File: src/rtl/stopwatch_ctrl_pkg.sv
// Shared definitions for the stopwatch control sequencer.
//  mode_t     : encoding of the Mode output (RUN=0, PAUSE=1, ADJ=2); the display mux
//               and time counter decode the same values.
//  next_mode  : mode selection from the debounced Adjust level and the Paused flag.
package stopwatch_ctrl_pkg;

    typedef enum logic [1:0] {
        MODE_RUN   = 2'd0,
        MODE_PAUSE = 2'd1,
        MODE_ADJ   = 2'd2
    } mode_t;

    // Index of each raw switch inside the debounced bus.
    localparam int SW_PAUSE  = 0;
    localparam int SW_ADJUST = 1;
    localparam int SW_SELECT = 2;
    localparam int SW_COUNT  = 3;

    // Adjust wins over pause; leaving adjust falls back on whatever Paused is.
    function automatic mode_t next_mode(input logic adjust, input logic paused);
        if (adjust) begin
            return MODE_ADJ;
        end else if (paused) begin
            return MODE_PAUSE;
        end
        return MODE_RUN;
    endfunction

endpackage

File: src/rtl/stopwatch_ctrl_debounce_cell.sv
// debounce_cell: two-flop synchroniser followed by a persistence counter.
//  FasterClock : clock
//  Reset       : asynchronous active-high reset, clears all state
//  din         : raw asynchronous switch level
//  dout        : debounced level; follows a clean change of din at edge 2+STABLE_CYCLES
module debounce_cell #(
    parameter int STABLE_CYCLES = 16,
    parameter int CNT_W         = 5
) (
    input  logic FasterClock,
    input  logic Reset,
    input  logic din,
    output logic dout
);

    logic             meta;
    logic             sync;
    logic [CNT_W-1:0] cnt;

    always_ff @(posedge FasterClock or posedge Reset) begin
        if (Reset) begin
            meta <= 1'b0;
            sync <= 1'b0;
            cnt  <= '0;
            dout <= 1'b0;
        end else begin
            meta <= din;
            sync <= meta;
            // The counter measures how long the synchronised level has
            // disagreed with dout; any agreement restarts the count, so a
            // short glitch never reaches the flip threshold.
            if (sync == dout) begin
                cnt <= '0;
            end else if (cnt == CNT_W'(STABLE_CYCLES - 1)) begin
                dout <= sync;
                cnt  <= '0;
            end else begin
                cnt <= cnt + CNT_W'(1);
            end
        end
    end

endmodule

File: src/rtl/stopwatch_ctrl.sv
// stopwatch_ctrl: debounces the Pause/Adjust/Select switches and runs the
// RUN/PAUSE/ADJ mode machine that drives the time counter and display.
//  FasterClock : sole clock
//  Reset       : asynchronous active-high reset
//  PauseIn     : raw pause button, 1 = pressed
//  AdjustIn    : raw adjust switch, 1 = adjust mode
//  SelectIn    : raw select switch, 0 = seconds, 1 = minutes
//  TickNormal  : 1 Hz one-cycle enable
//  TickAdjust  : 2 Hz one-cycle enable
//  Mode        : 0 RUN, 1 PAUSE, 2 ADJ
//  Paused      : pause flag, toggled by each press
//  IncSec      : one-cycle "add one second" pulse
//  IncMin      : one-cycle "add one minute" pulse
//  AdjSel      : debounced Select level
//  BlinkPhase  : 1 = blank the field being adjusted
module stopwatch_ctrl
    import stopwatch_ctrl_pkg::*;
#(
    parameter int STABLE_CYCLES = 16,
    parameter int CNT_W         = 5
) (
    input  logic       FasterClock,
    input  logic       Reset,
    input  logic       PauseIn,
    input  logic       AdjustIn,
    input  logic       SelectIn,
    input  logic       TickNormal,
    input  logic       TickAdjust,
    output logic [1:0] Mode,
    output logic       Paused,
    output logic       IncSec,
    output logic       IncMin,
    output logic       AdjSel,
    output logic       BlinkPhase
);

    logic [SW_COUNT-1:0] raw;
    logic [SW_COUNT-1:0] db;

    assign raw[SW_PAUSE]  = PauseIn;
    assign raw[SW_ADJUST] = AdjustIn;
    assign raw[SW_SELECT] = SelectIn;

    generate
        for (genvar gi = 0; gi < SW_COUNT; gi++) begin : g_debounce
            debounce_cell #(
                .STABLE_CYCLES (STABLE_CYCLES),
                .CNT_W         (CNT_W)
            ) u_debounce (
                .FasterClock (FasterClock),
                .Reset       (Reset),
                .din         (raw[gi]),
                .dout        (db[gi])
            );
        end
    endgenerate

    logic  db_pause_q;
    logic  press;
    mode_t mode_reg;
    logic  paused_reg;
    logic  inc_sec_reg;
    logic  inc_min_reg;
    logic  adj_sel_reg;
    logic  blink_reg;

    // Rising edge of the debounced pause level; release is ignored.
    assign press = db[SW_PAUSE] & ~db_pause_q;

    // Mode and pulses are both computed from the pre-edge state, so a tick
    // landing on a mode-change edge is handled under the old mode.
    always_ff @(posedge FasterClock or posedge Reset) begin
        if (Reset) begin
            db_pause_q  <= 1'b0;
            mode_reg    <= MODE_RUN;
            paused_reg  <= 1'b0;
            inc_sec_reg <= 1'b0;
            inc_min_reg <= 1'b0;
            adj_sel_reg <= 1'b0;
            blink_reg   <= 1'b0;
        end else begin
            db_pause_q  <= db[SW_PAUSE];
            mode_reg    <= next_mode(db[SW_ADJUST], paused_reg);
            adj_sel_reg <= db[SW_SELECT];
            if (press) begin
                paused_reg <= ~paused_reg;
            end

            inc_sec_reg <= 1'b0;
            inc_min_reg <= 1'b0;
            blink_reg   <= 1'b0;
            case (mode_reg)
                MODE_RUN: begin
                    inc_sec_reg <= TickNormal;
                end
                MODE_ADJ: begin
                    if (TickAdjust) begin
                        inc_min_reg <= db[SW_SELECT];
                        inc_sec_reg <= ~db[SW_SELECT];
                    end
                    // Blink only survives while adjust stays asserted; the
                    // edge that leaves ADJ clears it.
                    if (db[SW_ADJUST]) begin
                        blink_reg <= blink_reg ^ TickAdjust;
                    end
                end
                default: begin
                end
            endcase
        end
    end

    assign Mode       = mode_reg;
    assign Paused     = paused_reg;
    assign IncSec     = inc_sec_reg;
    assign IncMin     = inc_min_reg;
    assign AdjSel     = adj_sel_reg;
    assign BlinkPhase = blink_reg;

endmodule
File: config.mk
export PLATFORM = sky130hd
export DESIGN_NAME = stopwatch_ctrl
export DESIGN_NICKNAME = d
export VERILOG_FILES = /design/src/rtl/stopwatch_ctrl_pkg.sv /design/src/rtl/stopwatch_ctrl_debounce_cell.sv /design/src/rtl/stopwatch_ctrl.sv
export SDC_FILE = /design/constraint.sdc
export NUM_CORES = 1
export LEC_CHECK = 0
export CAP_MARGIN = 10
export CORE_MARGIN = 10
export CORE_UTILIZATION = 29
export CTS_CLUSTER_DIAMETER = 100
export DETAILED_ROUTE_END_ITERATION = 8
export PLACE_DENSITY = 0.48
export SKIP_LAST_GASP = 1
export SLEW_MARGIN = 20
export SYNTH_ARGS = -nofsm -noshare
export SYNTH_HDL_FRONTEND = slang
export SYNTH_SLANG_ARGS = --single-unit
File: constraint.sdc
create_clock -name FasterClock -period 1.4 [get_ports FasterClock]
set_clock_uncertainty 0.1 [all_clocks]
set_input_delay 0.14 -clock FasterClock [delete_from_list [all_inputs] [get_ports FasterClock]]
set_output_delay 0.14 -clock FasterClock [all_outputs]
set_load 0.01 [all_outputs]
==> flow_summary.json, run 1 <==
{
  "area_delta_synth_final_pct": 31.4,
  "period_needed_ns": 1.33,
  "yosysUniqueCellTypes": 21,
  "vias": 663,
  "wl_per_cell_um": 10.9,
  "r2r_slack_ns": 0.07,
  "synth-seq-cells": 32,
  "syn-num-nets": 97,
  "cts-root-buf": "clkbuf_8",
  "tns_ns": 0,
  "place_congestion": 0.687,
  "drt_wl_total_um": 1740,
  "layout_setup_ws_ns": 0.0653,
  "clock_latency_ns": 0.28,
  "final_max_slew_viol_count": 0,
  "crit_type": "register to register",
  "portBuffers": 13,
  "p_per_area_nw_per_um2": 1320,
  "grt_max_degree": 33,
  "crit_path_start_kind": "register",
  "clock_sinks": 32,
  "cts_hold_buffers": 0,
  "place_area_um2": 1380,
  "rsz0062_at_grt": "true",
  "cts_buffer_depth": 2,
  "grt_usage_pct": 6.01,
  "synth_cells": 87,
  "ys_seq_area_share_pct": 68.3,
  "worstMarginPinSlew_ns": 0.241,
  "finalSetupViolCount": 0,
  "worst_setup_path_end_kind": "register",
  "first_global_vias": 718,
  "fin_nets": 118,
  "maxSlewHeadroom_pct": 83.9,
  "hold_class": "input pin to asynchronous set/reset pin",
  "start_util_pct": 29.7,
  "dp_hpwl_um": 1230,
  "detailedPlace.worstSlack_ns": 0.0440,
  "worst-path-max-fanout": 3,
  "antenna_found_initial": 0,
  "n_antenna_cell": 0,
  "num_io_pins": 14,
  "hold_viol_final": 0,
  "syn_area_per_cell_um2": 13.5,
  "peakVddDrop_mv": 0.509,
  "holdWs_ns": 0.104,
  "grt_overflow": 0,
  "drtIter0Drc": 19,
  "cts_made_buffers": 5,
  "design_area_um2": 1540,
  "h-tree-depth": 2,
  "grt_pass1_wl_um": 3330,
  "core_area_um2": 3940,
  "ys_warn_count": 0,
  "die_h_um": 83.6,
  "die_w_um": 83.6,
  "p_leak_nw": 0.807,
  "first_pass_iters": 4,
  "max_freq_mhz": 749,
  "drt.antenna.violating_nets": 0,
  "core.rowCount": 23,
  "cts.clk_slew.worst_paths_ns": 0.07,
  "outcome": "complete, no violations",
  "crit_arrival_ns": 1.40,
  "maxCapViolCount": 0,
  "cp_data_required_time_ns": 1.46,
  "drc": 0,
  "period_share_pct": 95.3,
  "vias_per_cell": 4.17,
  "drive_gt1_share_pct": 20.2,
  "syn_area_um2": 1170,
  "cts_tree": "built",
  "floorplan.die_area_um2": 6990
}
[sequential cells by signal (all words and copies together), names as in the netlist]
name                        cells
g_debounce.u_debounce.dout      3
Mode                            2
db_pause_q                      1
Paused                          1
IncMin                          1
g_debounce.u_debounce.meta      3
AdjSel                          1
g_debounce.u_debounce.cnt      15
IncSec                          1
BlinkPhase                      1
g_debounce.u_debounce.sync      3
[critical path, stage by stage (launching register included)]
cell and delay [ns]:
dfrtp_1 0.37, ha_2 0.21, nand3_2 0.10, nor2_1 0.12
mux2_1 0.32
[report_power, final]
group          total [mW]  switching (mW)  internal, mW  leakage (nW)
sequential          0.979          0.0211         0.958         0.423
clock               0.948           0.320         0.627        0.0645
combinational      0.0992          0.0474        0.0518         0.319
[path summary, 6_finish.rpt]
path,end,cells after the start,startpoint
max,g_debounce[1].u_debounce.dout$_DFFE_PP0P_,4,g_debounce[1].u_debounce.cnt[0]$_DFF_PP0_
min,g_debounce[2].u_debounce.cnt[3]$_DFF_PP0_,3,Reset
max reg2reg,g_debounce[1].u_debounce.dout$_DFFE_PP0P_,4,g_debounce[1].u_debounce.cnt[0]$_DFF_PP0_
min reg2reg,g_debounce[0].u_debounce.sync$_DFF_PP0_,0,g_debounce[0].u_debounce.meta$_DFF_PP0_
max in group asynchronous,g_debounce[0].u_debounce.cnt[1]$_DFF_PP0_,3,Reset
min in group FasterClock,g_debounce[1].u_debounce.meta$_DFF_PP0_,1,AdjustIn
[synth_stat cells (all sizes together)]
| cell | count | area share [%] |
|---|---|---|
| dfrtp | 32 | 68 |
| nor2 | 10 | 3.4 |
| xor2 | 10 | 7.5 |
| nand3 | 6 | 2.6 |
| and2 | 5 | 2.7 |
| and3 | 5 | 2.8 |
| ha | 3 | 3.2 |
| mux2 | 3 | 2.9 |
| o21ai | 3 | 1.6 |
| inv | 2 | 0.64 |
| nand2b | 2 | 1.1 |
| a21oi | 1 | 0.43 |
| and2b | 1 | 0.75 |
| clkbuf | 1 | 0.32 |
| nand3b | 1 | 0.64 |
| nor2b | 1 | 0.53 |
| xnor2 | 1 | 0.75 |
[cells by family (layout without fill, tap and decap cells)]
logic type	after synthesis	after routing	share of synthesized area, %
xor+xnor	11	11	8.22
simple gates	31	31	14.4
buf+inv	3	25	0.960
flops	32	32	68.3
mux	3	3	2.88
compound gates	4	4	2.03
fa+ha+maj	3	3	3.20
[metal layers]
layer / part of all wire (%) / global-route usage (%) / vias to the layer above
li1: - / - / 324
met1: 48 / 6.42 / 315
met2: 43 / 8.36 / 18
met3: 4.8 / 3.42 / 6
met4: 3.3 / 5.02 / 0
met5: 0 / 0 / -
[cell type report]
cell class                 instances  area [um^2]
inverter                           2         7.51
sequential                        32          801
timing repair buffer              15          156
fill                             381         2400
tap                               50         62.6
clock inverter                     1         30.0
multi-input combinational         52          387
clock buffer                       7         96.3
[per-stage QoR]
| step | utilization [%] | cells | total power, mW |
|---|---|---|---|
| 6_report | 39.1 | 159 | 2.03 |
| 3_5_place_dp | 35.0 | 150 | 1.09 |
| 3_3_place_gp | 35.0 | 150 | 1.09 |
| 4_1_cts | 38.1 | 158 | 2.06 |
| 2_1_floorplan | - | 87 | 1.05 |
| 5_1_grt | 39.1 | 159 | 2.12 |
[cell usage in the layout, fill, tap and decap left out, types with 2 or more instances in the layout]
cell type	count
dfrtp_1	32
xor2_1	10
nor2_1	8
clkbuf_8	7
clkdlybuf4s50_1	6
and2_1	5
dlygate4sd2_1	5
and3_1	4
nand3_2	3
nand3_1	3
o21ai_1	2
nor2_2	2
inv_1	2
nand2b_1	2
ha_2	2
dlymetal6s2s_1	2
[repair_timing]
action                     in CTS  in global routing
setup endpoints to repair       5                  5
pin swaps                       0                  4
resized for setup               5                  9
buffers inserted                0                  1
(Power assumes the default switching activity.)
==> run 2, diff against run 1 <==
--- a/config.mk
+++ b/config.mk
@@ -15,4 +15,5 @@
 export SLEW_MARGIN = 20
 export SYNTH_ARGS = -nofsm -noshare
 export SYNTH_HDL_FRONTEND = slang
+export SYNTH_HIERARCHICAL = 1
 export SYNTH_SLANG_ARGS = --single-unit
==> flow_summary.json, run 2 <==
{
  "maxSlewHeadroom_pct": 79.9,
  "cts_made_buffers": 5,
  "clock_latency_ns": 0.28,
  "grt_overflow": 0,
  "ys_warn_count": 6,
  "area_delta_synth_final_pct": 22.9,
  "cts_hold_buffers": 0,
  "start_util_pct": 30.3,
  "first_global_vias": 715,
  "cp_cell_sequence": "ha_2 > nand3_2 > nor2_2 > mux2_1",
  "grt_usage_pct": 5.72,
  "core.rowCount": 23,
  "tns_ns": 0,
  "fin_nets": 121,
  "period_share_pct": 94.8,
  "period_needed_ns": 1.33,
  "drtIter0Drc": 23,
  "cts_buffer_depth": 2,
  "wl_per_cell_um": 11.3,
  "r2r_slack_ns": 0.07,
  "crit_path_start_kind": "register",
  "cp_slowest_cell": "dfrtp_1",
  "largest_register_ffs": 15,
  "crit_buf_inv": 0,
  "rr_startpoint": "g_debounce[1].u_debounce/cnt[0]$_DFF_PP0_",
  "async_reset_ff_share_pct": 100,
  "fill_cells": 391,
  "syn-num-nets": 102,
  "portBuffers": 13,
  "peakVddDrop_mv": 0.396,
  "fin_cells": 162,
  "p_per_area_nw_per_um2": 1190,
  "max_stage_delay_ns": 0.37,
  "synthTopCellsByCount": "dfrtp_1 (32), xor2_1 (10), inv_1 (8), nor2_1 (7), nor2_2 (6)",
  "worst_setup_path_end_kind": "register",
  "cts-root-buf": "clkbuf_8",
  "drt.antenna.violating_nets": 0,
  "final_cell_mix": "dfrtp_1 (32), xor2_1 (10), inv_1 (8)",
  "yosysUniqueCellTypes": 19,
  "crit_arrival_ns": 1.39,
  "max_freq_mhz": 753,
  "synth-main-ff-cell": "dfrtp_1",
  "place_area_um2": 1420,
  "grt_pass1_wl_um": 3260,
  "floorplan.die_area_um2": 7240,
  "h-tree-depth": 2,
  "num_io_pins": 14,
  "r2r-end": "g_debounce[1].u_debounce/dout$_DFFE_PP0P_",
  "die_w_um": 85.1,
  "cts.clk_slew.worst_paths_ns": 0.06,
  "maxCapViolCount": 0,
  "synth-seq-cells": 32,
  "synth_cells": 92,
  "first_pass_iters": 4,
  "cp_top_family": "flip-flops",
  "synth_top_cell_area_share_pct": 65.2,
  "largest_register": "g_debounce.u_debounce/cnt",
  "cp_data_required_time_ns": 1.46,
  "p_leak_nw": 0.794,
  "ys_top_cells_by_area": "dfrtp_1 (65%), xor2_1 (7.1%), ha_1 (3.1%)",
  "multi_input_area_um2": 399,
  "worst-path-max-fanout": 3,
  "rr_worst_depth": 4,
  "dp_hpwl_um": 1380,
  "place_congestion": 0.696,
  "die_h_um": 85.1,
  "crit_type": "register to register",
  "layout_commonest_cell": "dfrtp_1",
  "syn_area_um2": 1230,
  "worstMarginPinSlew_ns": 0.302,
  "placed_cells": 154,
  "cts_setup_buffers": 0,
  "totalPowerFinal_mw": 1.79,
  "drt_wl_total_um": 1830,
  "outcome": "complete, no violations",
  "vias": 666,
  "clock_sinks": 32,
  "core_area_um2": 4060,
  "drc": 0,
  "n_antenna_cell": 0,
  "rsz0062_at_grt": "true",
  "hold_viol_final": 0,
  "grt_max_degree": 11,
  "antenna_found_initial": 0,
  "finalSetupViolCount": 0,
  "design_area_um2": 1510,
  "syn_area_per_cell_um2": 13.4,
  "final_max_slew_viol_count": 0,
  "vias_per_cell": 4.11,
  "cts_tree": "built",
  "drive_gt1_share_pct": 24.1,
  "hold_class": "input pin to asynchronous set/reset pin",
  "yosysTopAreaCell": "dfrtp_1",
  "yosysMostFrequentCell": "dfrtp_1",
  "synth-edff-count": 0,
  "ys_seq_area_share_pct": 65.2,
  "register_area_um2": 801
}
==> run 2: cell count changes after synthesis, moves of 2 or more <==
cell,change
and3_1,-3
nor2_2,+5
and2_1,-2
inv_1,+6
mux2_2,-2
nand3_1,-3
and3_2,+3
nor2_1,-2
nand3_2,+3
o21ai_1,-2
o21ai_2,+2
mux2_1,+2
==> run 2: cells by family after synthesis <==
family | Yosys count | share of synthesized area [%]
AO/OA/AOI/OAI | 4 | 2.95
AND/OR/NAND/NOR | 30 | 15.5
flip-flops | 32 | 65.2
XOR/XNOR | 11 | 7.84
adder cells (fa/ha/maj) | 3 | 3.06
buffers and inverters | 9 | 2.75
multiplexers | 3 | 2.75
==> run 2: layer usage <==
layer	share of wire (%)	global-route usage, %	up-vias
li1	-	-	329
met1	49	6.69	315
met2	41	7.15	17
met3	8.6	3.92	5
met4	1.6	4.04	0
met5	0	0	-
==> run 2: per-stage QoR <==
stage / utilization [%] / worst slack [ns] / hold slack [ns]
finish: 37.2 / 0.0726 / 0.112
global route: 37.2 / -0.00254 / 0.142
CTS: 37.0 / 0.0113 / 0.119
detailed placement: 34.9 / 0.0548 / 0.237
global placement: 34.9 / 0.0710 / 0.233
floorplan: - / 0.141 / -0.144
==> run 2: power by group <==
group / internal (mW) / total, mW / switching (mW)
Clock: 0.391 / 0.714 / 0.322
Sequential: 0.958 / 0.979 / 0.0217
Combinational: 0.0453 / 0.0969 / 0.0516
==> run 2: final cells by class <==
cell class / count / area share (%)
flip-flops and latches: 32 / 53.0
multi-input cells: 51 / 26.4
repair buffers: 13 / 8.28
clock buffers: 6 / 5.47
well taps: 50 / 4.14
inverters: 8 / 1.99
clock inverters: 2 / 0.663
==> run 2: how the worst max path moves through the flow <==
stage | cells past startpoint | start | to
floorplan | 4 | g_debounce[0].u_debounce/cnt[0]$_DFF_PP0_ | g_debounce[0].u_debounce/dout$_DFFE_PP0P_
global placement | 4 | g_debounce[1].u_debounce/cnt[0]$_DFF_PP0_ | g_debounce[1].u_debounce/dout$_DFFE_PP0P_
detailed placement | 4 | g_debounce[1].u_debounce/cnt[0]$_DFF_PP0_ | g_debounce[1].u_debounce/dout$_DFFE_PP0P_
CTS | 1 | AdjSel$_DFF_PP0_ | AdjSel
global route | 4 | g_debounce[1].u_debounce/cnt[0]$_DFF_PP0_ | g_debounce[1].u_debounce/dout$_DFFE_PP0P_
finish | 4 | g_debounce[1].u_debounce/cnt[0]$_DFF_PP0_ | g_debounce[1].u_debounce/dout$_DFFE_PP0P_
==> run 2: what timing repair did <==
item | 4_1_cts | 5_1_grt
gates cloned | 0 | 0
resized for setup | 6 | 3
setup endpoints to repair | 6 | 3
==> run 3, diff against run 2 <==
--- a/config.mk
+++ b/config.mk
@@ -11,8 +11,8 @@
 export CTS_CLUSTER_DIAMETER = 100
 export DETAILED_ROUTE_END_ITERATION = 8
 export PLACE_DENSITY = 0.48
+export RECOVER_POWER = 25
 export SKIP_LAST_GASP = 1
-export SLEW_MARGIN = 20
 export SYNTH_ARGS = -nofsm -noshare
 export SYNTH_HDL_FRONTEND = slang
 export SYNTH_HIERARCHICAL = 1
==> flow_summary.json, run 3 (synthesized netlist as in run 2, its figures left out) <==
{
  "wl_per_cell_um": 11.3,
  "cts-root-buf": "clkbuf_8",
  "cts_made_buffers": 5,
  "die_h_um": 85.1,
  "peakVddDrop_mv": 0.396,
  "fin_nets": 121,
  "use_met3_pct": 3.92,
  "cts_setup_buffers": 0,
  "p_clk_share_pct": 39.9,
  "grtUsageMet2_pct": 7.15,
  "clock_latency_ns": 0.28,
  "grt_pass1_wl_um": 3260,
  "maxCapViolCount": 0,
  "hold_class": "input pin to asynchronous set/reset pin",
  "first_global_vias": 715,
  "floorplan.die_area_um2": 7240,
  "hold_viol_final": 0,
  "cts_hold_buffers": 0,
  "portBuffers": 13,
  "area_delta_synth_final_pct": 22.9,
  "max_freq_mhz": 753,
  "largest_register_ffs": 15,
  "start_util_pct": 30.3,
  "p_switching_uw": 396,
  "design_area_um2": 1510,
  "place_area_um2": 1420,
  "worst_setup_path_end_kind": "register",
  "drt.antenna.violating_nets": 0,
  "worstMarginPinSlew_ns": 0.301,
  "rr_worst_depth": 4,
  "dp_hpwl_um": 1380,
  "num_io_pins": 14,
  "crit_type": "register to register",
  "cp_slowest_cell": "dfrtp_1",
  "cp_cell_sequence": "ha_2 > nand3_2 > nor2_2 > mux2_1",
  "core_area_um2": 4060,
  "worst-path-max-fanout": 3,
  "layout_commonest_cell": "dfrtp_1",
  "vias_per_cell": 4.11,
  "crit_arrival_ns": 1.39,
  "h-tree-depth": 2,
  "antenna_found_initial": 0,
  "first_pass_iters": 4,
  "finalSetupViolCount": 0,
  "period_needed_ns": 1.33,
  "rsz0062_at_grt": "true",
  "grt.busiest_layer": "met2",
  "maxSlewHeadroom_pct": 79.9,
  "grt_overflow": 0,
  "drc": 0,
  "totalPowerFinal_mw": 1.79,
  "fin_cells": 162,
  "p_per_area_nw_per_um2": 1180,
  "final_cell_mix": "dfrtp_1 (32), xor2_1 (10), inv_1 (8)",
  "period_share_pct": 94.8,
  "die_w_um": 85.1,
  "cts.clk_slew.worst_paths_ns": 0.06,
  "cts_tree": "built",
  "drt_wl_total_um": 1830,
  "clock_sinks": 32,
  "final_max_slew_viol_count": 0,
  "seqPwrFrac_pct": 54.8,
  "cts_buffer_depth": 2,
  "drive_gt1_share_pct": 24.1,
  "grtUsageMet1_pct": 6.69,
  "p_leak_nw": 0.795,
  "placed_cells": 154,
  "drtIter0Drc": 23,
  "outcome": "complete, no violations",
  "grt_usage_pct": 5.72,
  "n_antenna_cell": 0,
  "cp_data_required_time_ns": 1.46,
  "p_comb_share_pct": 5.3,
  "internal_power_mw": 1.39,
  "largest_register": "g_debounce.u_debounce/cnt",
  "max_stage_delay_ns": 0.37,
  "crit_path_start_kind": "register",
  "core.rowCount": 23,
  "grt_max_degree": 11,
  "place_congestion": 0.696,
  "vias": 666,
  "swShare_pct": 22.1
}
-- run 3: path summary, 6_finish.rpt --
check,from,to,slack [ns]
min,Reset,g_debounce[2].u_debounce/cnt[2]$_DFF_PP0_,0.23
min reg2reg,g_debounce[1].u_debounce/meta$_DFF_PP0_,g_debounce[1].u_debounce/sync$_DFF_PP0_,0.25
max in group asynchronous,Reset,g_debounce[1].u_debounce/meta$_DFF_PP0_,0.74
min in group FasterClock,g_debounce[1].u_debounce/meta$_DFF_PP0_,g_debounce[1].u_debounce/sync$_DFF_PP0_,0.25
max,g_debounce[1].u_debounce/cnt[0]$_DFF_PP0_,g_debounce[1].u_debounce/dout$_DFFE_PP0P_,0.07
max reg2reg,g_debounce[1].u_debounce/cnt[0]$_DFF_PP0_,g_debounce[1].u_debounce/dout$_DFFE_PP0P_,0.07
-- run 3: per-layer routing --
metal  vias up  wire [um]
met5         -          0
met4         0         29
met3         5        158
met2        17        747
met1       315        897
li1        329          -
-- run 3: worst max-delay path, delay by kind of cell (launching register included) --
kind / cells / cell delay, ns
adders and majority gates: 1 / 0.21
DFF: 1 / 0.37
muxes: 1 / 0.32
and+or+nand+nor: 2 / 0.21
-- run 3: area by class of cell --
class                      instances  area, um^2
fill                             391        2550
clock inverter                     2        10.0
tap                               50        62.6
inverter                           8        30.0
sequential                        32         801
clock buffer                       6        82.6
timing repair buffer              13         125
multi-input combinational         51         399
-- run 3: power groups by stage --
stage          Combinational (mW)  Clock, mW  Sequential [mW]
3_5_place_dp                0.100          0            0.996
3_3_place_gp               0.0983          0            0.995
5_1_grt                     0.113      0.796            0.982
2_1_floorplan              0.0605          0            0.994
6_report                   0.0947      0.714            0.979
4_1_cts                    0.0996      0.747            0.979
-- run 3: repair_timing --
action,in CTS,in global routing
pin swaps,0,0
setup endpoints to repair,6,3
resized for setup,6,3
-- run 3: through the flow --
step | TNS [ns] | worst slack (ns) | hold WS (ns) | util (%)
4_1_cts | 0 | 0.0113 | 0.119 | 37.0
3_5_place_dp | 0 | 0.0548 | 0.237 | 34.9
6_report | 0 | 0.0726 | 0.226 | 37.2
3_3_place_gp | 0 | 0.0710 | 0.233 | 34.9
2_1_floorplan | 0 | 0.141 | -0.144 | -
5_1_grt | -0.00254 | -0.00254 | 0.251 | 37.2
